$ cat src/rtl/dp_ram_fifo_ctrl_if.sv
// Bundles the FIFO user side and the dual-port RAM side of dp_ram_fifo_ctrl.
// slave = the controller, master = the logic that drives requests and models the RAM.
interface dp_ram_fifo_ctrl_if #(
  parameter int DW = 3,
  parameter int AW = 3
);
  logic          wr_en;
  logic [DW-1:0] wr_data;
  logic          rd_en;
  logic [DW-1:0] rd_data;
  logic          rd_valid;
  logic          full;
  logic          empty;
  logic          almost_full;
  logic [AW:0]   count;
  logic          ovf;
  logic          udf;
  logic          ram_cs;
  logic          ram_we;
  logic [AW-1:0] ram_addr_a;
  logic [DW-1:0] ram_data_a;
  logic [AW-1:0] ram_addr_b;
  logic [DW-1:0] ram_dout_b;

  modport slave (
    input  wr_en, wr_data, rd_en, ram_dout_b,
    output rd_data, rd_valid, full, empty, almost_full, count, ovf, udf,
           ram_cs, ram_we, ram_addr_a, ram_data_a, ram_addr_b
  );

  modport master (
    output wr_en, wr_data, rd_en, ram_dout_b,
    input  rd_data, rd_valid, full, empty, almost_full, count, ovf, udf,
           ram_cs, ram_we, ram_addr_a, ram_data_a, ram_addr_b
  );
endinterface

$ cat src/rtl/dp_ram_fifo_ctrl.sv
// FIFO controller in front of a dual-port RAM with a registered (1-cycle) read port.
// Writes land in the RAM on the accept edge; read data appears one cycle after an accepted read.
module dp_ram_fifo_ctrl #(
  parameter int DW       = 3,
  parameter int AW       = 3,
  parameter int AF_LEVEL = 6
) (
  input  logic                  clk,
  input  logic                  rst_n,
  dp_ram_fifo_ctrl_if.slave     bus
);
  localparam int          DEPTH   = 2 ** AW;
  localparam logic [AW:0] DEPTH_C = (AW + 1)'(DEPTH);
  localparam logic [AW:0] AF_C    = (AW + 1)'(AF_LEVEL);

  logic [AW-1:0] wr_ptr_q, wr_ptr_d;
  logic [AW-1:0] rd_ptr_q, rd_ptr_d;
  logic [AW:0]   count_q, count_d;
  logic          rd_valid_q, rd_valid_d;
  logic          ovf_q, ovf_d;
  logic          udf_q, udf_d;
  logic          full_w, empty_w;
  logic          wr_acc, rd_acc;

  assign full_w  = (count_q == DEPTH_C);
  assign empty_w = (count_q == '0);
  assign wr_acc  = bus.wr_en & ~full_w;
  assign rd_acc  = bus.rd_en & ~empty_w;

  always_comb begin
    wr_ptr_d   = wr_ptr_q;
    rd_ptr_d   = rd_ptr_q;
    count_d    = count_q;
    rd_valid_d = rd_acc;
    ovf_d      = bus.wr_en & full_w;
    udf_d      = bus.rd_en & empty_w;
    // Pointers wrap naturally at DEPTH since they are exactly AW bits wide.
    if (wr_acc) wr_ptr_d = wr_ptr_q + 1'b1;
    if (rd_acc) rd_ptr_d = rd_ptr_q + 1'b1;
    if (wr_acc && !rd_acc)      count_d = count_q + 1'b1;
    else if (rd_acc && !wr_acc) count_d = count_q - 1'b1;
  end

  always_ff @(posedge clk or negedge rst_n) begin
    if (!rst_n) begin
      wr_ptr_q   <= '0;
      rd_ptr_q   <= '0;
      count_q    <= '0;
      rd_valid_q <= 1'b0;
      ovf_q      <= 1'b0;
      udf_q      <= 1'b0;
    end else begin
      wr_ptr_q   <= wr_ptr_d;
      rd_ptr_q   <= rd_ptr_d;
      count_q    <= count_d;
      rd_valid_q <= rd_valid_d;
      ovf_q      <= ovf_d;
      udf_q      <= udf_d;
    end
  end

  assign bus.full        = full_w;
  assign bus.empty       = empty_w;
  assign bus.almost_full = (count_q >= AF_C);
  assign bus.count       = count_q;
  assign bus.rd_valid    = rd_valid_q;
  assign bus.rd_data     = bus.ram_dout_b;
  assign bus.ovf         = ovf_q;
  assign bus.udf         = udf_q;
  assign bus.ram_cs      = wr_acc;
  assign bus.ram_we      = wr_acc;
  assign bus.ram_addr_a  = wr_ptr_q;
  assign bus.ram_data_a  = bus.wr_data;
  assign bus.ram_addr_b  = rd_ptr_q;
endmodule

$ cat src/flat_wrapper.sv
// flat-port wrapper written by rule: the top's interface ports become plain ports
module dp_ram_fifo_ctrl_flat 
#(
  parameter int DW       = 3,
  parameter int AW       = 3,
  parameter int AF_LEVEL = 6
)
  (clk, rst_n, bus_wr_en, bus_wr_data, bus_rd_en, bus_ram_dout_b, bus_rd_data, bus_rd_valid, bus_full, bus_empty, bus_almost_full, bus_count, bus_ovf, bus_udf, bus_ram_cs, bus_ram_we, bus_ram_addr_a, bus_ram_data_a, bus_ram_addr_b);
  dp_ram_fifo_ctrl_if #(.DW(DW), .AW(AW)) bus_i ();
  input  logic clk;
  input  logic rst_n;
  input wire logic [$bits(bus_i.wr_en)-1:0] bus_wr_en;
  input wire logic [$bits(bus_i.wr_data)-1:0] bus_wr_data;
  input wire logic [$bits(bus_i.rd_en)-1:0] bus_rd_en;
  input wire logic [$bits(bus_i.ram_dout_b)-1:0] bus_ram_dout_b;
  output wire logic [$bits(bus_i.rd_data)-1:0] bus_rd_data;
  output wire logic [$bits(bus_i.rd_valid)-1:0] bus_rd_valid;
  output wire logic [$bits(bus_i.full)-1:0] bus_full;
  output wire logic [$bits(bus_i.empty)-1:0] bus_empty;
  output wire logic [$bits(bus_i.almost_full)-1:0] bus_almost_full;
  output wire logic [$bits(bus_i.count)-1:0] bus_count;
  output wire logic [$bits(bus_i.ovf)-1:0] bus_ovf;
  output wire logic [$bits(bus_i.udf)-1:0] bus_udf;
  output wire logic [$bits(bus_i.ram_cs)-1:0] bus_ram_cs;
  output wire logic [$bits(bus_i.ram_we)-1:0] bus_ram_we;
  output wire logic [$bits(bus_i.ram_addr_a)-1:0] bus_ram_addr_a;
  output wire logic [$bits(bus_i.ram_data_a)-1:0] bus_ram_data_a;
  output wire logic [$bits(bus_i.ram_addr_b)-1:0] bus_ram_addr_b;
  assign bus_i.wr_en = bus_wr_en;
  assign bus_i.wr_data = bus_wr_data;
  assign bus_i.rd_en = bus_rd_en;
  assign bus_i.ram_dout_b = bus_ram_dout_b;
  assign bus_rd_data = bus_i.rd_data;
  assign bus_rd_valid = bus_i.rd_valid;
  assign bus_full = bus_i.full;
  assign bus_empty = bus_i.empty;
  assign bus_almost_full = bus_i.almost_full;
  assign bus_count = bus_i.count;
  assign bus_ovf = bus_i.ovf;
  assign bus_udf = bus_i.udf;
  assign bus_ram_cs = bus_i.ram_cs;
  assign bus_ram_we = bus_i.ram_we;
  assign bus_ram_addr_a = bus_i.ram_addr_a;
  assign bus_ram_data_a = bus_i.ram_data_a;
  assign bus_ram_addr_b = bus_i.ram_addr_b;
  dp_ram_fifo_ctrl #(.DW(DW), .AW(AW), .AF_LEVEL(AF_LEVEL)) u_core (.clk(clk), .rst_n(rst_n), .bus(bus_i));
endmodule
$ cat config.mk
export PLATFORM = sky130hd
export DESIGN_NAME = dp_ram_fifo_ctrl_flat
export DESIGN_NICKNAME = d
export VERILOG_FILES = /design/src/rtl/dp_ram_fifo_ctrl_if.sv /design/src/rtl/dp_ram_fifo_ctrl.sv /design/src/flat_wrapper.sv
export SDC_FILE = /design/constraint.sdc
export NUM_CORES = 1
export LEC_CHECK = 0
export ABC_AREA = 1
export BUFFER_PORTS_ARGS = -buffer_cell sky130_fd_sc_hd__buf_2
export CORE_UTILIZATION = 44
export CTS_CLUSTER_DIAMETER = 50
export DETAILED_ROUTE_END_ITERATION = 8
export PLACE_DENSITY = 0.86
export SETUP_SLACK_MARGIN = 0.3
export SLEW_MARGIN = 20
export SYNTH_ARGS = -nofsm -noshare
export SYNTH_HDL_FRONTEND = slang
export SYNTH_SLANG_ARGS = --single-unit
$ cat constraint.sdc
create_clock -name clk -period 2.1 [get_ports clk]
set_input_delay 0.42 -clock clk [delete_from_list [all_inputs] [get_ports clk]]
set_output_delay 0.42 -clock clk [all_outputs]
set_load 0.01 [all_outputs]
# [Word level (Yosys, flattened, before mapping)]
# Index checks and enable logic that the tools add are counted.
[word_totals] ff_bits=13 latchBits=0 ram_bits=0 romBits=0 input_bits=10 output_inout_bits=24 elab_cells=26 memories=0
[op_classes] add_sub_neg=4 mul=0 n_div=0 magnitude_cmp=1 eq_ne=1 n_shift=0 n_mux=2 bitwise=6 reduce_logical=6
[ops] cell="$mux W4" n=2
[ops] cell="$add A3 B1 Y3 const B" n=2
[ops] cell="$add A4 B1 Y4 const B" n=1
[ops] cell="$and A1 B1 Y1" n=4
[ops] cell="$eq A4 B4 Y1 const B" n=1
[ops] cell="$ge A4 B3 Y1 const B" n=1
[ops] cell="$logic_not A4 Y1" n=1
[ops] cell="$sub A4 B1 Y4 const B" n=1
[ops] cell="$logic_and A1 B1 Y1" n=2
[ops] cell="$logic_not A1 Y1" n=2
[ops] cell="$not A1 Y1" n=2
[ops] cell="$reduce_bool A2 Y1" n=1

# [Logic depth before layout (Yosys ltp)]
# Gate-level depths: netlist (run 1).
[logic_depth] word_depth=7 ltp_mapped=12 ltp_nobuf=12

# [Least setup slack after synthesis (run 1)]
# No wires, ideal clock.
[synth_path] path_type="flip-flop to flip-flop" startpoint="reg u_core.count_q[0], in the netlist u_core.bus.count[0]" endpoint="reg u_core.count_q[3], in the netlist u_core.bus.count[3]" setup_time_ns=0.117 arrival_ns=1.834 t_required_ns=1.983 setup_slack_ns=0.149 stages_incl_launch_ff=12 path_buffers=0 synth_period_minus_slack_ns=1.951 path_cell_list="dfrtp_1 > nor2_4 > nand3_2 > nand2_2 > inv_2 > ha_1 > inv_1 > ha_1 > a21oi_1 > nand3_1 > nand3_1 > nand2_1"
[synth_between] elab_chain_len=6 elab_cells_between_ends=15 cone_classes="add/sub: 2; eq/ne: 1; mux: 2; bitwise: 4; reduce/logical: 6"
[synth_rtl] item="from (decl)" line="dp_ram_fifo_ctrl.sv:18" source="logic [AW:0] count_q, count_d;"
[synth_rtl] item="from (signal assigned)" line="dp_ram_fifo_ctrl.sv:55" source="count_q <= count_d;"
[synth_rtl] item="$eq A4 B4 Y1 *" line="dp_ram_fifo_ctrl.sv:25" source="assign full_w = (count_q == DEPTH_C);"
[synth_rtl] item="$not A1 Y1 *" line="dp_ram_fifo_ctrl.sv:27" source="assign wr_acc = bus.wr_en & ~full_w;"
[synth_rtl] item="$and A1 B1 Y1 *" line="dp_ram_fifo_ctrl.sv:27"
[synth_rtl] item="named net bus_ram_cs" line="flat_wrapper.sv:24" source="output wire logic [$bits(bus_i.ram_cs)-1:0] bus_ram_cs;"
[synth_rtl] item="$logic_not A1 Y1" line="dp_ram_fifo_ctrl.sv:41" source="else if (rd_acc && !wr_acc) count_d = count_q - 1'b1;"
[synth_rtl] item="$logic_and A1 B1 Y1" line="dp_ram_fifo_ctrl.sv:41"
[synth_rtl] item="$reduce_bool A2 Y1 (no source line)"
# The timed path passes the listed nets; every way through them passes the cells marked *. The select of a mux whose other input is x is not followed.
# A chain may end at the register's enable or synchronous reset.

# [Final worst setup path (run 1)]
[layout_path] startpoint="reg u_core.count_q[0], in the netlist u_core.bus.count[0]" endpoint="reg u_core.count_q[2], in the netlist u_core.bus.count[2]"
[layout_between] elab_chain_len=6 elab_cells_between_ends=15 cone_classes="add/sub: 2; eq/ne: 1; mux: 2; bitwise: 4; reduce/logical: 6"
[layout_rtl] item="parallel branches: the longest is 6 deep, another holds $sub A4 B1 Y4"
# Parallel ways; which one is timed is not known. The select of a mux whose other input is x is not followed.

==> results_dict.tcl, run 1 <==
set metrics [dict create \
    layout-drive-gt1-share_pct 45.2 \
    finalCritPeriodShare_pct 83.5 \
    place_area_um2 818 \
    swShare_pct 43.0 \
    die_y_um 42.6 \
    cts_buffer_depth 2 \
    antennaDiodeCount 0 \
    ys_types 17 \
    final_cells 120 \
    die_w_um 42.6 \
    end_kind "register" \
    yosysWarnings 0 \
    tightest_slew_ps 291 \
    pin_count 34 \
    stdcell_area_um2 941 \
    p_leak_nw 0.511 \
    antenna_found_initial 0 \
    critPathKind "register to register" \
    grt_pass1_wl_mm 2.13 \
    overflow 0 \
    clock_latency_ps 280 \
    p_sw_w 0.000657 \
    hold_buffers 0 \
    combPwrFrac_pct 59.4 \
    area_growth_pct 29.9 \
    vias 554 \
    cp-start-kind "register" \
    dp_hpwl_um 932 \
    syn_inst 78 \
    cpPeakStageDelay_ps 420 \
    cp.required_ps 2290 \
    drtAntennaViolNets 0 \
    path_delay_family "adder cells" \
    die_area_mm2 0.00181 \
    crit_path_cell_trace "nor2_4 > nand3_4 > nand2_4 > ha_4 > inv_4 > fa_1 > xnor2_1 > o21ai_0" \
    vdd_drop_max_mv 0.968 \
    ys_seq_elements 13 \
    min_path_type "input port to asynchronous set/reset pin" \
    power.density_mw_per_mm2 1630 \
    fin_worst_skew_ps 6.49 \
    drt_wl_total_mm 1.41 \
    port_buffers 21 \
    grt_start_max_net_pins 14 \
    cp_max_fo 4 \
    dp_cells 108 \
    syn_area_um2 724 \
    drt-initial-drc-count 6 \
    hold_ws_ps 4.22 \
    syn_area_per_cell_um2 9.29 \
    min_period_ps 1750 \
    wl_per_cell_um 11.7 \
    first_pass_iters 4 \
    status "complete, no violations" \
    grt_pass1_vias 509 \
    htreeDepth 1 \
    numCtsBuffers 3 \
    max_slew_margin_pct 80.6 \
    setup_viol 0 \
    path_clk_slew_ps 80 \
    viasPerCell 4.62 \
    row_count 14 \
    maxSlewViolCount 0 \
    rsz0062_at_grt "yes" \
    drcViolationCount 0 \
    fillers 137 \
    gp_congestion 0.745 \
    core_area_mm2 0.00152 \
    cpMaxStageDelayCell "dfrtp_2" \
    cts_tree "yes" \
    fmax_ghz 0.570 \
    path_buf_inv 1 \
    cts.sinks 13 \
    grt_use_total_pct 16.3 \
    nets 121 \
    yosysSeqAreaShare_pct 44.9 \
    synth_fp_nets 94 \
    finalHoldViolations 0 \
    cts-root-buf "clkbuf_4" \
    cp.arrival_ps 1940 \
    setup_tns_ps 0 \
    intPower_w 0.000872 \
    maxCapViolations 0 \
    clkPwrFrac_pct 10.2 \
    start_util_pct 47.5 \
    p_seq_share_pct 30.5 \
]
## registers in the layout, summed over array words and instances (netlist names)
| name | count |
|---|---|
| u_core.bus.count | 4 |
| u_core.bus.ram_addr_a | 3 |
| u_core.bus.ram_addr_b | 3 |
| u_core.bus.ovf | 1 |
| u_core.bus.rd_valid | 1 |
| u_core.bus.udf | 1 |
## stage by stage
| stage | utilization [%] | total power, W | worst slack [ps] |
|---|---|---|---|
| finish | 61.7 | 0.00153 | 346 |
| global route | 61.7 | 0.00166 | 248 |
| CTS | 57.5 | 0.00144 | 295 |
| detailed placement | 53.7 | 0.00122 | 234 |
| global placement | 53.7 | 0.00120 | 289 |
| floorplan | - | 0.00101 | 312 |
## cells in the mapped netlist
cell	number	area, um^2
buf_4	7	52.6
inv_2	2	7.51
a21oi_1	1	5.00
o21ai_0	2	10.0
nor2_4	1	11.3
fa_1	1	20.0
o21ai_1	1	5.00
ha_1	5	62.6
xnor2_1	6	52.6
nand3_2	2	20.0
nand2_4	1	11.3
dfrtp_1	13	325
nand2_2	1	6.26
inv_1	9	33.8
nand3_1	3	15.0
nand2_1	21	78.8
nor2_1	2	7.51
## metal layers
layer  track usage, %  up-vias  routed length [um]
met5                0        -                   0
met4             7.50        0                  21
met3             7.76        5                 106
met2             25.5       20                 680
met1             18.7      244                 597
li1                 -      285                   -
## layout by cell type (no fill, tap or decap), types with 2 or more instances in the layout
cell / n
nand2_4: 2
inv_4: 2
dfrtp_2: 3
o21ai_0: 2
xnor2_1: 6
inv_1: 7
nand2_1: 21
nand3_1: 3
nand3_4: 2
nor2_1: 2
dfrtp_1: 10
inv_2: 2
buf_2: 21
buf_4: 8
ha_1: 3
clkbuf_4: 3
ha_4: 2
## power by group through the flow
| stage | Combinational, W | Sequential (W) | Clock, W |
|---|---|---|---|
| finish | 0.000908 | 0.000466 | 0.000156 |
| global route | 0.00101 | 0.000478 | 0.000171 |
| CTS | 0.000825 | 0.000458 | 0.000161 |
| detailed placement | 0.000720 | 0.000504 | 0 |
| global placement | 0.000702 | 0.000498 | 0 |
| floorplan | 0.000470 | 0.000540 | 0 |
## logic make-up after synthesis
kind of cell    share of synthesized area [%]
fa+ha+maj                                11.4
buf+inv                                  13.0
compound gates                           2.76
xor+xnor                                 7.25
simple gates                             20.7
flops                                    44.9
## final cells by class
cell class | count | area [um^2] | share of cell area [%]
inverter | 11 | 46.3 | 4.92
multi-input combinational | 47 | 354 | 37.6
clock buffer | 4 | 26.3 | 2.79
tap | 16 | 20.0 | 2.13
sequential | 13 | 329 | 35.0
timing repair buffer | 29 | 165 | 17.6
## worst paths after layout
| kind | from | end | slack (ps) | cells past startpoint |
|---|---|---|---|---|
| min | rst_n | u_core.bus.count[3] | 4 | 1 |
| min reg2reg | u_core.bus.ram_addr_a[0] | u_core.bus.ram_addr_a[0] | 500 | 1 |
| max in group asynchronous | rst_n | u_core.bus.count[0] | 1840 | 1 |
| min in group clk | bus_wr_en | u_core.bus.ovf | 370 | 3 |
| max reg2reg | u_core.bus.count[0] | u_core.bus.count[2] | 350 | 8 |
| max | u_core.bus.count[0] | u_core.bus.count[2] | 350 | 8 |
## repair_timing
action | 4_1_cts | 5_1_grt
endpoints found under the setup margin | 3 | 3
gates resized for setup | 1 | 7
hold endpoints to repair | 0 | 0
setup buffers | 4 | 4
cloned | 0 | 0
pin swaps | 1 | 8
Power figures use the tool's default switching activity.
==> run 2: changes to the inputs <==
clock period = 1.66 ns   (was 2.1 ns; I/O delays follow)
==> results_dict.tcl, run 2 (synthesized netlist as in run 1, its figures left out) <==
set metrics [dict create \
    drt-initial-drc-count 9 \
    cts_tree "yes" \
    intPower_w 0.00113 \
    cp_max_fo 4 \
    stdcell_area_um2 961 \
    path_delay_family "adder cells" \
    combPwrFrac_pct 60.0 \
    crit_path_cell_trace "nor2_4 > nand3_2 > nand2_4 > inv_4 > ha_4 > inv_4 > fa_2 > nand2_1 > nand2_1" \
    pin_count 34 \
    area_growth_pct 32.6 \
    vdd_drop_max_mv 0.870 \
    drcViolationCount 0 \
    violations "setup timing" \
    place_worst_setup_slack_ps -47.3 \
    finalHoldViolations 0 \
    start_util_pct 47.5 \
    die_y_um 42.6 \
    wl_per_cell_um 11.1 \
    overflow 0 \
    antenna_found_initial 0 \
    place_area_um2 900 \
    first_pass_iters 4 \
    min_path_type "input port to register" \
    cts_buffer_depth 2 \
    die_w_um 42.6 \
    setup_viol 2 \
    p_seq_share_pct 29.9 \
    dp_hpwl_mm 1.09 \
    worstRegToRegCells 9 \
    cp-start-kind "register" \
    critPathKind "register to register" \
    p_leak_nw 0.526 \
    largest_reg_flops 4 \
    max_slew_margin_pct 81.4 \
    cts-root-buf "clkbuf_4" \
    clock_latency_ps 270 \
    path_clk_slew_ps 80 \
    grt_start_max_net_pins 14 \
    core_area_mm2 0.00152 \
    die_area_mm2 0.00181 \
    clkPwrFrac_pct 10.0 \
    min_period_ps 1680 \
    multiInputGateArea_um2 342 \
    drt_wl_total_mm 1.37 \
    min_path_cells 3 \
    setup_tns_ps -23.2 \
    port_buffers 21 \
    tightest_slew_ps 278 \
    cp.required_ps 1830 \
    power.density_mw_per_mm2 2000 \
    maxCapViolations 0 \
    drtAntennaViolNets 0 \
    holdPathEnd "u_core.bus.udf" \
    nets 124 \
    path_buf_inv 2 \
    rsz0062_at_grt "yes" \
    viasPerCell 4.63 \
    finalCritPeriodShare_pct 101 \
    swShare_pct 41.4 \
    p_sw_w 0.000796 \
    layout_common_cells "nand2_1, buf_2, dfrtp_1" \
    numCtsBuffers 3 \
    cpPeakStageDelay_ps 430 \
    cp.arrival_ps 1850 \
    setup_slack_ps -22.8 \
    seqCellArea_um2 329 \
    htreeDepth 1 \
    grt_pass1_wl_mm 2.53 \
    fillers 124 \
    reg2reg_slack_ps -20 \
    antennaDiodeCount 0 \
    cpMaxStageDelayCell "dfrtp_2" \
    fin_worst_skew_ps 10.0 \
    vias 570 \
    layout-drive-gt1-share_pct 45.8 \
    fmax_ghz 0.594 \
    gp_congestion 0.787 \
    grt_use_total_pct 19.1 \
    r2r_start "u_core.bus.count[0]" \
    cts.sinks 13 \
    status "complete, but fails checks" \
    grt_pass1_vias 605 \
    worstHoldStart "bus_rd_en" \
    end_kind "register" \
    maxSlewViolCount 0 \
    r2r-end "u_core.bus.count[1]" \
    row_count 14 \
]
run 2: changes by cell type in the layout (fill, tap and decap cells not counted):
cell           delta
inv_1             +1
o21ai_1           +1
fa_1              -1
dlygate4sd3_1     +1
inv_2             -1
o21ai_0           -1
buf_6             +2
fa_2              +1
nand3_2           +2
nand3_4           -2
run 2: cell type report:
| class | count | share of cell area (%) |
|---|---|---|
| Clock buffer | 4 | 2.73 |
| Timing Repair Buffer | 32 | 20.6 |
| Multi-Input combinational cell | 47 | 35.5 |
| Inverter | 11 | 4.82 |
| Tap cell | 16 | 2.08 |
| Sequential cell | 13 | 34.2 |
run 2: worst max-delay path by stage:
stage / startpoint / endpoint / slack, ps / cells past startpoint
floorplan: u_core.bus.count[1] / u_core.bus.count[3] / -50 / 11
global placement: u_core.bus.count[1] / u_core.bus.count[2] / 0.5 / 8
detailed placement: u_core.bus.count[1] / u_core.bus.count[2] / -50 / 8
CTS: u_core.bus.count[0] / u_core.bus.count[1] / -20 / 9
global route: u_core.bus.count[0] / u_core.bus.count[1] / -140 / 9
finish: u_core.bus.count[0] / u_core.bus.count[1] / -20 / 9
run 2: routing by layer:
metal  global-route usage (%)  vias up  share of wire, %
li1                         -      291                 -
met1                     20.7      259                38
met2                     33.8       18                55
met3                     5.60        2               6.0
met4                     8.75        0              0.15
met5                        0        -                 0
run 2: what timing repair did:
action	4_1_cts	5_1_grt
hold buffers	1	0
endpoints found under the setup margin	8	11
gates cloned	0	0
endpoints found under the hold margin	13	0
gates resized for setup	3	1
setup buffers	2	0
pin swaps	8	0
run 2: power groups by stage:
| stage | combinational [W] | sequential (W) | clock, W |
|---|---|---|---|
| finish | 0.00116 | 0.000576 | 0.000193 |
| global placement | 0.00108 | 0.000573 | 0 |
| floorplan | 0.000624 | 0.000684 | 0 |
| global route | 0.00132 | 0.000595 | 0.000223 |
| CTS | 0.00116 | 0.000576 | 0.000199 |
| detailed placement | 0.00112 | 0.000583 | 0 |
run 2: stage by stage:
step	total power [W]	utilization [%]	hold WS (ps)	cells
finish	0.00192	63.1	289	123
detailed placement	0.00170	59.0	233	116
global route	0.00214	63.1	287	123
CTS	0.00194	62.8	286	123
floorplan	0.00131	-	36.4	78
global placement	0.00165	59.0	225	116
run 2: worst reg2reg max path, delay by kind of cell (launching register included):
family                   cells  cell delay [ps]
flip-flops                   1              430
AND/OR/NAND/NOR              5              460
buffers and inverters        2              120
adder cells (fa/ha/maj)      2              590
==> run 3: changes to the inputs <==
BUFFER_PORTS_ARGS = default   (was -buffer_cell sky130_fd_sc_hd__buf_2)
CORE_AREA = 2 2 39 41   (was default)
CORE_UTILIZATION = default   (was 44)
CTS_BUF_LIST = sky130_fd_sc_hd__clkbuf_4   (was default)
DIE_AREA = 0 0 41 43   (was default)
DONT_BUFFER_PORTS = 1   (was default)
PLACE_DENSITY = 0.8   (was 0.86)
==> results_dict.tcl, run 3 (synthesized netlist as in run 1, its figures left out) <==
set metrics [dict create \
    grt_pass1_wl_mm 2.17 \
    multiInputGateArea_um2 384 \
    first_pass_iters 4 \
    grt-busiest-layer "met2" \
    antenna_found_initial 0 \
    viasPerCell 4.98 \
    port_buffers 0 \
    rsz0062_at_grt "yes" \
    row_count 14 \
    area_growth_pct 33.5 \
    worstHoldStart "bus_rd_en" \
    layout-drive-gt1-share_pct 46.2 \
    nets 110 \
    cp-start-kind "register" \
    grt_util_met1_pct 20.3 \
    violations "setup timing" \
    cp.required_ps 1330 \
    reg2reg_slack_ps -90 \
    r2r-end "u_core.bus.count[3]" \
    holdPathEnd "u_core.bus.udf" \
    place_area_um2 817 \
    largest_reg_flops 4 \
    cts.sinks 13 \
    min_period_ps 1760 \
    p_leak_nw 0.476 \
    swShare_pct 43.5 \
    fillers 110 \
    clock_latency_ps 290 \
    fmax_ghz 0.568 \
    min_path_type "input port to register" \
    cp.arrival_ps 1430 \
    drt-initial-drc-count 2 \
    drt_wl_total_mm 1.49 \
    grtUsageMet3_pct 5.76 \
    wl_per_cell_um 13.7 \
    cts_buffer_depth 2 \
    drtAntennaViolNets 0 \
    fin_worst_skew_ps 6.14 \
    numCtsBuffers 3 \
    vdd_drop_max_mv 1.31 \
    start_util_pct 52.4 \
    pin_count 34 \
    grt.met2_usage_pct 30.6 \
    grt_use_total_pct 18.8 \
    intPower_w 0.00117 \
    cp_max_fo 2 \
    vias 543 \
    place_worst_setup_slack_ps -47.0 \
    p_seq_share_pct 30.8 \
    seqCellArea_um2 329 \
    path_clk_slew_ps 80 \
    core_area_mm2 0.00138 \
    layout_common_cells "nand2_1, buf_4, dfrtp_1" \
    worstRegToRegCells 12 \
    p_sw_w 0.000900 \
    combPwrFrac_pct 58.7 \
    die_y_um 43 \
    max_slew_margin_pct 61.0 \
    setup_viol 4 \
    maxCapViolations 0 \
    cts_tree "yes" \
    cts-root-buf "clkbuf_4" \
    gp_congestion 0.747 \
    grt_start_max_net_pins 14 \
    hold_ws_ps 142 \
    die_area_mm2 0.00176 \
    antennaDiodeCount 0 \
    htreeDepth 1 \
    overflow 0 \
    power.density_mw_per_mm2 2140 \
    cp-startpoint "u_core.bus.count[1]" \
    end_kind "output pin" \
    r2r_start "u_core.bus.count[1]" \
    finalHoldViolations 0 \
    die_w_um 41 \
    maxSlewViolCount 0 \
    final_common_cell "nand2_1" \
    min_path_cells 2 \
    dp_hpwl_mm 1.02 \
    clkPwrFrac_pct 10.5 \
    setup_slack_ps -102 \
    status "complete, but fails checks" \
    tightest_slew_ps 582 \
    critPathKind "register to output pin" \
    stdcell_area_um2 967 \
    grt_pass1_vias 538 \
    finalCritPeriodShare_pct 106 \
    drcViolationCount 0 \
]
==> run 3: changes by cell type in the layout (fill, tap and decap cells not counted), moves of 2 or more <==
cell	delta
buf_2	-21
buf_4	+5
nand2_1	-3
nand2_2	+3
nand3_1	-3
buf_6	+2
inv_1	-2
inv_4	+2
nand3_4	+2
==> run 3: area by class of cell <==
type                       count  area share, %
clock buffer                   4           3.10
inverter                      11           5.30
multi-input combinational     47           39.7
sequential                    13           34.0
tap                           16           2.07
timing repair buffer          18           15.8
==> run 3: how the worst max path moves through the flow <==
stage,slack [ps],to,cells past startpoint
after global placement,20,u_core.bus.count[2],8
after detailed placement,-50,u_core.bus.count[1],9
after global routing,-200,u_core.bus.count[3],12
after CTS,-40,u_core.bus.count[3],11
after floorplan,-50,u_core.bus.count[3],11
final,-100,bus_full,6
==> run 3: routing by layer <==
layer  vias to the layer above  part of all wire (%)
li1                        261                     -
met1                       260                    38
met2                        17                    52
met3                         5                   7.5
met4                         0                   2.3
met5                         -                     0
==> run 3: through the flow <==
stage | TNS (ps) | instances | total power (W) | utilization [%]
3_3_place_gp | 0 | 98 | 0.00154 | 59.0
5_1_grt | -629 | 109 | 0.00223 | 69.9
4_1_cts | -58.1 | 106 | 0.00188 | 64.5
6_report | -266 | 109 | 0.00207 | 69.9
3_5_place_dp | -106 | 98 | 0.00158 | 59.0
2_1_floorplan | -153 | 78 | 0.00131 | -
==> run 3: worst max-delay path, stage by stage (launching register included) <==
cell	delay [ps]
dfrtp_2	430
nor2_4	180
nand3_4	100
buf_4	140
buf_4	120
buf_4	130
inv_4	50
==> run 3: repair_timing <==
action,CTS,global route
setup endpoints to repair,8,8
gates resized for setup,7,11
endpoints found under the hold margin,13,0
cloned,0,0
pin swaps,5,2
buffers inserted,3,3
hold buffers,1,0
==> run 3: power by group through the flow <==
| stage | clock (W) | sequential (W) | combinational [W] |
|---|---|---|---|
| 3_5_place_dp | 0 | 0.000639 | 0.000941 |
| 5_1_grt | 0.000237 | 0.000661 | 0.00133 |
| 2_1_floorplan | 0 | 0.000684 | 0.000624 |
| 3_3_place_gp | 0 | 0.000630 | 0.000908 |
| 6_report | 0.000217 | 0.000637 | 0.00121 |
| 4_1_cts | 0.000221 | 0.000632 | 0.00103 |
